`src/rtl/arith_pkg.sv`:
```
// Shared definitions for the arithmetic lab blocks: FSM state encoding,
// default operand width and the bit-counter width helper.
package arith_pkg;

    typedef enum logic [1:0] {
        IDLE  = 2'd0,
        SHIFT = 2'd1,
        DONE  = 2'd2
    } state_t;

    localparam int WIDTH_DEF = 8;

    // Counter must be able to hold the value WIDTH itself.
    function automatic int cnt_width(input int w);
        return $clog2(w + 1);
    endfunction

    localparam int CNT_W = cnt_width(WIDTH_DEF);

endpackage

```
`src/rtl/full_subtractor_1b.sv`:
```
// One-bit full subtractor: d = a - b - bin, bout is the borrow out.
module full_subtractor_1b (
    input  logic a,
    input  logic b,
    input  logic bin,
    output logic d,
    output logic bout
);

    logic a_xor_b;

    assign a_xor_b = a ^ b;
    assign d       = a_xor_b ^ bin;
    assign bout    = (~a & b) | (~a_xor_b & bin);

endmodule

```
`src/rtl/eight_bit_serial_subtractor.sv`:
```
// Bit-serial A - B - Bin, LSB first, one bit per clock behind a start/done handshake.
// Optional SUB_OVERFLOW_EN adds a signed-overflow flag Ovf published alongside Diff.
module eight_bit_serial_subtractor
    import arith_pkg::*;
#(
    parameter int WIDTH = WIDTH_DEF
) (
    input  logic             clk,
    input  logic             rst_n,
    input  logic             start,
    input  logic [WIDTH-1:0] A,
    input  logic [WIDTH-1:0] B,
    input  logic             Bin,
    output logic             busy,
    output logic             done,
    output logic [WIDTH-1:0] Diff,
    output logic             Borrow
`ifdef SUB_OVERFLOW_EN
    ,
    output logic             Ovf
`endif
);

    localparam int CW = cnt_width(WIDTH);
    localparam logic [CW-1:0] LAST_BIT = CW'(WIDTH - 1);

    state_t           state_reg,  state_next;
    logic [CW-1:0]    cnt_reg,    cnt_next;
    logic [WIDTH-1:0] a_sh_reg,   a_sh_next;
    logic [WIDTH-1:0] b_sh_reg,   b_sh_next;
    logic [WIDTH-1:0] res_reg,    res_next;
    logic             br_reg,     br_next;
    logic             busy_reg,   busy_next;
    logic             done_reg,   done_next;
    logic [WIDTH-1:0] diff_reg,   diff_next;
    logic             borrow_reg, borrow_next;
`ifdef SUB_OVERFLOW_EN
    logic             ovf_reg,    ovf_next;
`endif

    logic             fs_d;
    logic             fs_bout;
    logic [WIDTH-1:0] res_shifted;

    full_subtractor_1b u_fs (
        .a    (a_sh_reg[0]),
        .b    (b_sh_reg[0]),
        .bin  (br_reg),
        .d    (fs_d),
        .bout (fs_bout)
    );

    // New bit enters at the MSB so the first (LSB) result bit ends at bit 0.
    assign res_shifted = {fs_d, res_reg[WIDTH-1:1]};

    always_ff @(posedge clk or negedge rst_n) begin
        if (!rst_n) begin
            state_reg <= IDLE;
        end else begin
            state_reg <= state_next;
        end
    end

    always_comb begin
        state_next  = state_reg;
        cnt_next    = cnt_reg;
        a_sh_next   = a_sh_reg;
        b_sh_next   = b_sh_reg;
        res_next    = res_reg;
        br_next     = br_reg;
        busy_next   = busy_reg;
        done_next   = 1'b0;
        diff_next   = diff_reg;
        borrow_next = borrow_reg;
`ifdef SUB_OVERFLOW_EN
        ovf_next    = ovf_reg;
`endif

        case (state_reg)
            IDLE, DONE: begin
                busy_next = 1'b0;
                if (start) begin
                    state_next = SHIFT;
                    cnt_next   = '0;
                    a_sh_next  = A;
                    b_sh_next  = B;
                    res_next   = '0;
                    br_next    = Bin;
                    busy_next  = 1'b1;
                end else begin
                    state_next = IDLE;
                end
            end

            SHIFT: begin
                res_next  = res_shifted;
                a_sh_next = a_sh_reg >> 1;
                b_sh_next = b_sh_reg >> 1;
                br_next   = fs_bout;
                cnt_next  = cnt_reg + CW'(1);
                if (cnt_reg == LAST_BIT) begin
                    state_next  = DONE;
                    busy_next   = 1'b0;
                    done_next   = 1'b1;
                    diff_next   = res_shifted;
                    borrow_next = fs_bout;
`ifdef SUB_OVERFLOW_EN
                    // br_reg is the borrow into the MSB while the MSB is processed.
                    ovf_next    = br_reg ^ fs_bout;
`endif
                end
            end

            default: begin
                state_next = IDLE;
                busy_next  = 1'b0;
            end
        endcase
    end

    always_ff @(posedge clk or negedge rst_n) begin
        if (!rst_n) begin
            cnt_reg    <= '0;
            a_sh_reg   <= '0;
            b_sh_reg   <= '0;
            res_reg    <= '0;
            br_reg     <= 1'b0;
            busy_reg   <= 1'b0;
            done_reg   <= 1'b0;
            diff_reg   <= '0;
            borrow_reg <= 1'b0;
`ifdef SUB_OVERFLOW_EN
            ovf_reg    <= 1'b0;
`endif
        end else begin
            cnt_reg    <= cnt_next;
            a_sh_reg   <= a_sh_next;
            b_sh_reg   <= b_sh_next;
            res_reg    <= res_next;
            br_reg     <= br_next;
            busy_reg   <= busy_next;
            done_reg   <= done_next;
            diff_reg   <= diff_next;
            borrow_reg <= borrow_next;
`ifdef SUB_OVERFLOW_EN
            ovf_reg    <= ovf_next;
`endif
        end
    end

    assign busy   = busy_reg;
    assign done   = done_reg;
    assign Diff   = diff_reg;
    assign Borrow = borrow_reg;
`ifdef SUB_OVERFLOW_EN
    assign Ovf    = ovf_reg;
`endif

endmodule

```
`config.mk`:
```
export PLATFORM = sky130hd
export DESIGN_NAME = eight_bit_serial_subtractor
export DESIGN_NICKNAME = d
export VERILOG_FILES = /design/src/rtl/arith_pkg.sv /design/src/rtl/full_subtractor_1b.sv /design/src/rtl/eight_bit_serial_subtractor.sv
export SDC_FILE = /design/constraint.sdc
export NUM_CORES = 1
export LEC_CHECK = 0
export ABC_AREA = 0
export CAP_MARGIN = 5
export CORE_MARGIN = 2
export CORE_UTILIZATION = 45
export DETAILED_ROUTE_END_ITERATION = 6
export PLACE_DENSITY = 0.68
export SLEW_MARGIN = 15
export SYNTH_ARGS = -nofsm -noshare
export SYNTH_HDL_FRONTEND = slang
export SYNTH_SLANG_ARGS = --single-unit
```
`constraint.sdc`:
```
create_clock -name clk -period 2.75 [get_ports clk]
set_input_delay 0.4125 -clock clk [delete_from_list [all_inputs] [get_ports clk]]
set_output_delay 0.4125 -clock clk [all_outputs]
set_load 0.1 [all_outputs]
```
==> results of run 1 <==
[area by class of cell]
class | count | area [um^2] | area share [%]
flip-flops and latches | 40 | 1000 | 49.6
multi-input cells | 82 | 582 | 28.8
repair buffers | 33 | 290 | 14.4
well taps | 46 | 57.6 | 2.85
clock buffers | 6 | 41.3 | 2.05
clock inverters | 2 | 35.0 | 1.74
inverters | 3 | 11.3 | 0.558
[where the power goes]
group	internal, mW	switching [mW]	leakage (nW)
logic	0.431	0.883	0.406
clock network	0.191	0.186	0.0422
registers	0.837	0.154	0.509
[logic make-up after synthesis]
group           Yosys count  synth area share (%)
compound gates           27                  13.4
xor+xnor                  1                 0.535
fa+ha+maj                 2                  1.99
buf+inv                  12                  3.36
flops                    40                  61.1
mux                      11                  7.33
simple gates             41                  12.3
[metal layers]
layer	track usage, %	share of wire, %	up-vias
met3	5.63	6.2	5
met4	4.79	1.1	0
met1	24.2	47	561
li1	-	-	541
met2	26.4	46	36
met5	0	0	-
[cells in the final DEF, fill, tap and decap left out, types with 2 or more instances in the layout]
cell / n
dfrtp_1: 40
clkdlybuf4s50_1: 18
nand2_1: 16
buf_4: 14
a22oi_1: 13
nand3_1: 13
a22o_1: 11
mux2_2: 8
clkbuf_4: 5
inv_1: 3
mux2i_1: 3
nor2_1: 3
nand2b_1: 2
nor2b_1: 2
nor3_1: 2
a221o_1: 2
[worst min-delay path by stage]
stage                start           end  slack, ns  depth (start not counted)
2_1_floorplan        rst_n        Borrow       0.12                          0
3_3_place_gp    res_reg[1]    res_reg[1]       0.48                          1
3_5_place_dp   b_sh_reg[5]   b_sh_reg[5]       0.49                          2
4_1_cts              rst_n  state_reg[0]       0.19                          1
5_1_grt              rst_n   b_sh_reg[0]       0.22                          1
6_report             rst_n        Borrow       0.16                          1
[through the flow]
step / hold WS, ns / instances / util, % / setup slack [ns] / power [mW]
finish: 0.162 / 212 / 59.1 / 0.987 / 2.68
detailed placement: 0.489 / 204 / 56.8 / 0.836 / 2.33
global placement: 0.482 / 204 / 56.8 / 0.889 / 2.29
CTS: 0.191 / 212 / 59.1 / 0.966 / 2.71
floorplan: 0.117 / 134 / - / 0.655 / 2.02
global route: 0.219 / 212 / 59.1 / 0.861 / 2.87
==> impl_results.md, run 1 <==
* Status: finished, final reports clean
* Biggest area consumer among synthesized cells: dfrtp_1
* Worst Path Buf+Inv at 1
* Routability congestion estimate from global placement at 0.734
* RR Endpoint: br_reg
* Crit-path leading delay family: simple AND/OR/NAND/NOR gates
* TritonCTS buffer count at 5
* #FFs+latches synth at 40
* Max-slew headroom at 43.8%
* Crit path cell chain: and2b_1 > buf_4 > nor2_1 > a221o_1
* Slew Viols, Final at 0
* Tcrit/Tclk final at 64.1%
* Final HPWL DP at 2140 um
* Number of I/O port buffers at 30
* Gr usage total at 17.4%
* Die Span X at 64.3 um
* Cts-stage hold buffer count at 0
* Drt via density at 5.39
* Synth Flop Type: dfrtp_1
* Most common cell in the netlist: dfrtp_1
* Total routed wirelength at 3140 um
* R2R setup slack at 0.99 ns
* Final nets at 187
* Root Buffer Master: clkbuf_4
* DRC violations left at 0
* Vias in the first global route at 1,134
* Crit path from: state_reg[0]
* Syn. warnings at 0
* CP max-delay cell: nor2_1
* Syn_nets at 156
* Post-Route Skew at 0.00963 ns
* Fmax achieved at 567 MHz
* RSZ-0062 raised after global routing: no
* Die area at 4140 um^2
* Least-Margin Pin Slew at 0.843 ns
* PD cells at 1330 nW/um^2
* Startpoint type of the worst setup path: flop
* Post-cts sizing count at 0
* # diodes at 0
* Starting density of the core at 47.9%
* Max Cap Violations at 0
* IO Pins at 31
* Clock sink total at 40
* CP arrival at 2.04 ns
* Number of setup buffers added after CTS at 0
* Crit-path max FO at 28
* Sequential area share after synthesis at 61.1%
* Overflow after GRT at 0
* Initial antenna violation count at 0
* Synth Cell Area at 1640 um^2
* Top post-synthesis cells by area: dfrtp_1 61%, a22oi_1 6.0%, a22o_1 5.9%, mux2_2 5.5%, nand3_1 4.0%
* CTS HTree Levels at 2
* Leakage at 0.958 nW
* Setup_tns at 0 ns
* Reg2reg start: state_reg[0]
* Syn_area_per_cell at 12.2 um^2
* CP Data Required Time at 3.03 ns
* Final hold violation count at 0
* Layout area overhead at 23.2%
* Design Area, Final at 2020 um^2
* Synth cell types at 24
* DRT Pass-1 Iters at 4
* Dpl cell area at 1940 um^2
* Crit Path Category: flop to flop
* Most frequent cells after synthesis: 40 x dfrtp_1, 16 x nand2_1, 13 x a22oi_1, 13 x nand3_1, 11 x a22o_1
* Longest Clk Path Bufs at 2
* WP depth at 4
* Async SR Flop Fraction at 100%
* Layout cells sized above 1 at 18.7%
* Die span in y at 64.3 um
* Worst Reg-to-Reg Cells at 4
* # rows at 21
* Core box area at 3420 um^2
* Global-route wire length before repair at 5460 um
* Gate Count Post-Synth at 134
* Type of the tightest min-delay check: input port to async pin
* Slowest stage delay, CP at 0.62 ns
* Largest net degree at the start of global routing at 41
* Count of final setup violators at 0
* Period minus WS final at 1.76 ns
* Via count at 1,143
* Number of flops mapped to enable cells by yosys at 0
* CTS tree: done
* Clk_lat worst skew at 0.34 ns
* FILL cells at 298
* Top cell type's share of synthesized area at 61.1%
* Reg clk slew, reported paths at 0.12 ns
* CP Capture Type: flop
* Worst setup endpoint: br_reg
* Detailed Route Iter0 Violations at 71
* Avg WL per Cell at 14.8 um
* Post-DRT Antenna Nets at 0
* Worst VDD drop at 0.000541 V
No activity file was read; power rests on OpenSTA's default activity.
==> run 2: changes to the inputs <==
==> constraint.sdc (replaced) <==
create_clock -name clk -period 1.7 [get_ports clk]
set_input_delay 0.255 -clock clk [delete_from_list [all_inputs] [get_ports clk]]
set_output_delay 0.255 -clock clk [all_outputs]
set_load 0.1 [all_outputs]
==> impl_results.md, run 2 (synthesis gave the netlist of run 1 again) <==
* GRT met3 Usage at 4.58% (was 5.63%)
* Clk_lat worst skew at 0.35 ns (was 0.34 ns)
* CP arrival at 1.78 ns (was 2.04 ns)
* Period minus WS final at 1.53 ns (was 1.76 ns)
* Status: finished, final reports clean (unchanged)
* GR Util met1 at 23.4% (was 24.2%)
* Crit Path Category: flop to flop (unchanged)
* Total routed wirelength at 3190 um (was 3140 um)
* DRC violations left at 0 (unchanged)
* Commonest cells after routing, fill and taps aside: 39 x dfrtp_1, 18 x clkdlybuf4s50_1, 16 x nand2_1 (was 40 x dfrtp_1, 18 x clkdlybuf4s50_1, 16 x nand2_1)
* RSZ-0062 raised after global routing: no (unchanged)
* Worst VDD drop at 0.000839 V (was 0.000541 V)
* Worst Reg-to-Reg Cells at 5 (was 4)
* Busiest grt layer: met2 (unchanged)
* Max-slew headroom at 59.8% (was 43.8%)
* Root Buffer Master: clkbuf_4 (unchanged)
* PD cells at 2130 nW/um^2 (was 1330 nW/um^2)
* Die area at 4140 um^2 (unchanged)
* Avg WL per Cell at 14.8 um (about the same)
* Least-Margin Pin Slew at 0.604 ns (was 0.843 ns)
* Startpoint type of the worst setup path: flop (unchanged)
* CP Capture Type: flop (unchanged)
* Global-route wire length before repair at 5400 um (was 5460 um)
* Vias in the first global route at 1,162 (was 1,134)
* Reg clk slew, reported paths at 0.12 ns (about the same)
* Worst Path Buf+Inv at 1 (unchanged)
* Overflow after GRT at 0 (unchanged)
* TritonCTS buffer count at 5 (unchanged)
* Fmax achieved at 655 MHz (was 567 MHz)
* Leakage at 1.02 nW (was 0.958 nW)
* Final core area utilization at 64.9% (was 59.1%)
* Number of setup buffers added after CTS at 0 (unchanged)
* IO Pins at 31 (unchanged)
* Type of the tightest min-delay check: input port to async pin (unchanged)
* Commonest non-fill, non-tap cell in the layout: dfrtp_1 (unchanged)
* Routability congestion estimate from global placement at 0.731 (was 0.734)
* Crit path cell chain: ha_1 > nand2_1 > nor3_4 > buf_12 > mux2_2 (was and2b_1 > buf_4 > nor2_1 > a221o_1)
* CP Data Required Time at 1.95 ns (was 3.03 ns)
* Detailed Route Iter0 Violations at 73 (was 71)
* CP max-delay cell: dfrtp_1 (was nor2_1)
* Slowest stage delay, CP at 0.41 ns (was 0.62 ns)
* Tcrit/Tclk final at 89.8% (was 64.1%)
* CTS HTree Levels at 2 (unchanged)
* Final HPWL DP at 2210 um (was 2140 um)
* Layout area overhead at 35.3% (was 23.2%)
* Initial antenna violation count at 0 (unchanged)
* Number of I/O port buffers at 30 (unchanged)
* Max Cap Violations at 0 (unchanged)
* Post-Route Skew at 0.00896 ns (was 0.00963 ns)
* Crit-path leading delay family: flip-flops (was simple AND/OR/NAND/NOR gates)
* Via count at 1,192 (was 1,143)
* # diodes at 0 (unchanged)
* # rows at 21 (unchanged)
* Final nets at 191 (was 187)
* Met2 Track Usage GR at 26.8% (was 26.4%)
* WP depth at 5 (was 4)
* CTS tree: done (unchanged)
* Die Span X at 64.3 um (unchanged)
* Slew Viols, Final at 0 (unchanged)
* Count of final setup violators at 0 (unchanged)
* Crit-path max FO at 10 (was 28)
* Starting density of the core at 47.9% (unchanged)
* DRT Pass-1 Iters at 4 (unchanged)
* Final hold slack at 0.334 ns (was 0.162 ns)
* Core box area at 3420 um^2 (unchanged)
* Drt via density at 5.52 (was 5.39)
* Longest Clk Path Bufs at 2 (unchanged)
* Layout cells sized above 1 at 21.8% (was 18.7%)
* Final hold violation count at 0 (unchanged)
* Clock sink total at 40 (unchanged)
* Gr usage total at 17.6% (was 17.4%)
* Largest net degree at the start of global routing at 28 (was 41)
* Post-DRT Antenna Nets at 0 (unchanged)
* Die span in y at 64.3 um (unchanged)
[run 2: cell count changes in the layout (fill, tap and decap cells not counted)]
| cell | previous run | this run |
|---|---|---|
| nor2_2 | 0 | 1 |
| dfrtp_4 | 0 | 1 |
| dlygate4sd3_1 | 0 | 1 |
| clkinv_4 | 0 | 2 |
| clkinv_2 | 1 | 0 |
| clkbuf_1 | 1 | 0 |
| nor2_1 | 3 | 2 |
| buf_12 | 0 | 12 |
| buf_4 | 14 | 5 |
| dfrtp_1 | 40 | 39 |
[run 2: repair_timing]
item / in CTS / in global routing
hold buffers: 1 / 0
setup endpoints to repair: 0 / 4
endpoints found under the hold margin: 15 / 0
gates resized for setup: 0 / 1
[run 2: through the flow]
| stage | setup TNS, ns | worst slack [ns] | std cells | instance area, um^2 | power [mW] |
|---|---|---|---|---|---|
| 5_1_grt | 0 | 0.0869 | 216 | 2220 | 4.98 |
| 3_3_place_gp | 0 | 0.00370 | 207 | 2120 | 4.03 |
| 6_report | 0 | 0.174 | 216 | 2220 | 4.71 |
| 2_1_floorplan | 0 | 0.0447 | 134 | 1640 | 3.28 |
| 3_5_place_dp | -0.0864 | -0.0278 | 207 | 2120 | 4.09 |
| 4_1_cts | 0 | 0.0987 | 216 | 2210 | 4.73 |
[run 2: final timing paths]
check	from	end	slack [ns]
min reg2reg	a_sh_reg[2]	a_sh_reg[2]	0.51
max	cnt_reg[0]	Diff[4]	0.17
max reg2reg	cnt_reg[0]	Diff[4]	0.17
max in group asynchronous	rst_n	done	0.83
min in group clk	A[4]	a_sh_reg[4]	0.49
min	rst_n	b_sh_reg[3]	0.33
[run 2: layer usage]
metal	wire, um	vias to the layer above
li1	-	551
met2	1520	44
met5	0	-
met4	65	0
met3	205	6
met1	1410	591
[run 2: report_power, final]
group          total (mW)  switching [mW]  internal [mW]
Clock               0.637           0.323          0.314
Sequential           1.67           0.305           1.36
Combinational        2.41            1.43          0.979
Total                4.71            2.05           2.65
[run 2: area by class of cell]
type | count | area [um^2]
fill | 282 | 1200
sequential | 40 | 1000
multi-input combinational | 82 | 584
timing repair buffer | 37 | 473
tap | 46 | 57.6
clock inverter | 3 | 47.5
clock buffer | 5 | 37.5
inverter | 3 | 11.3
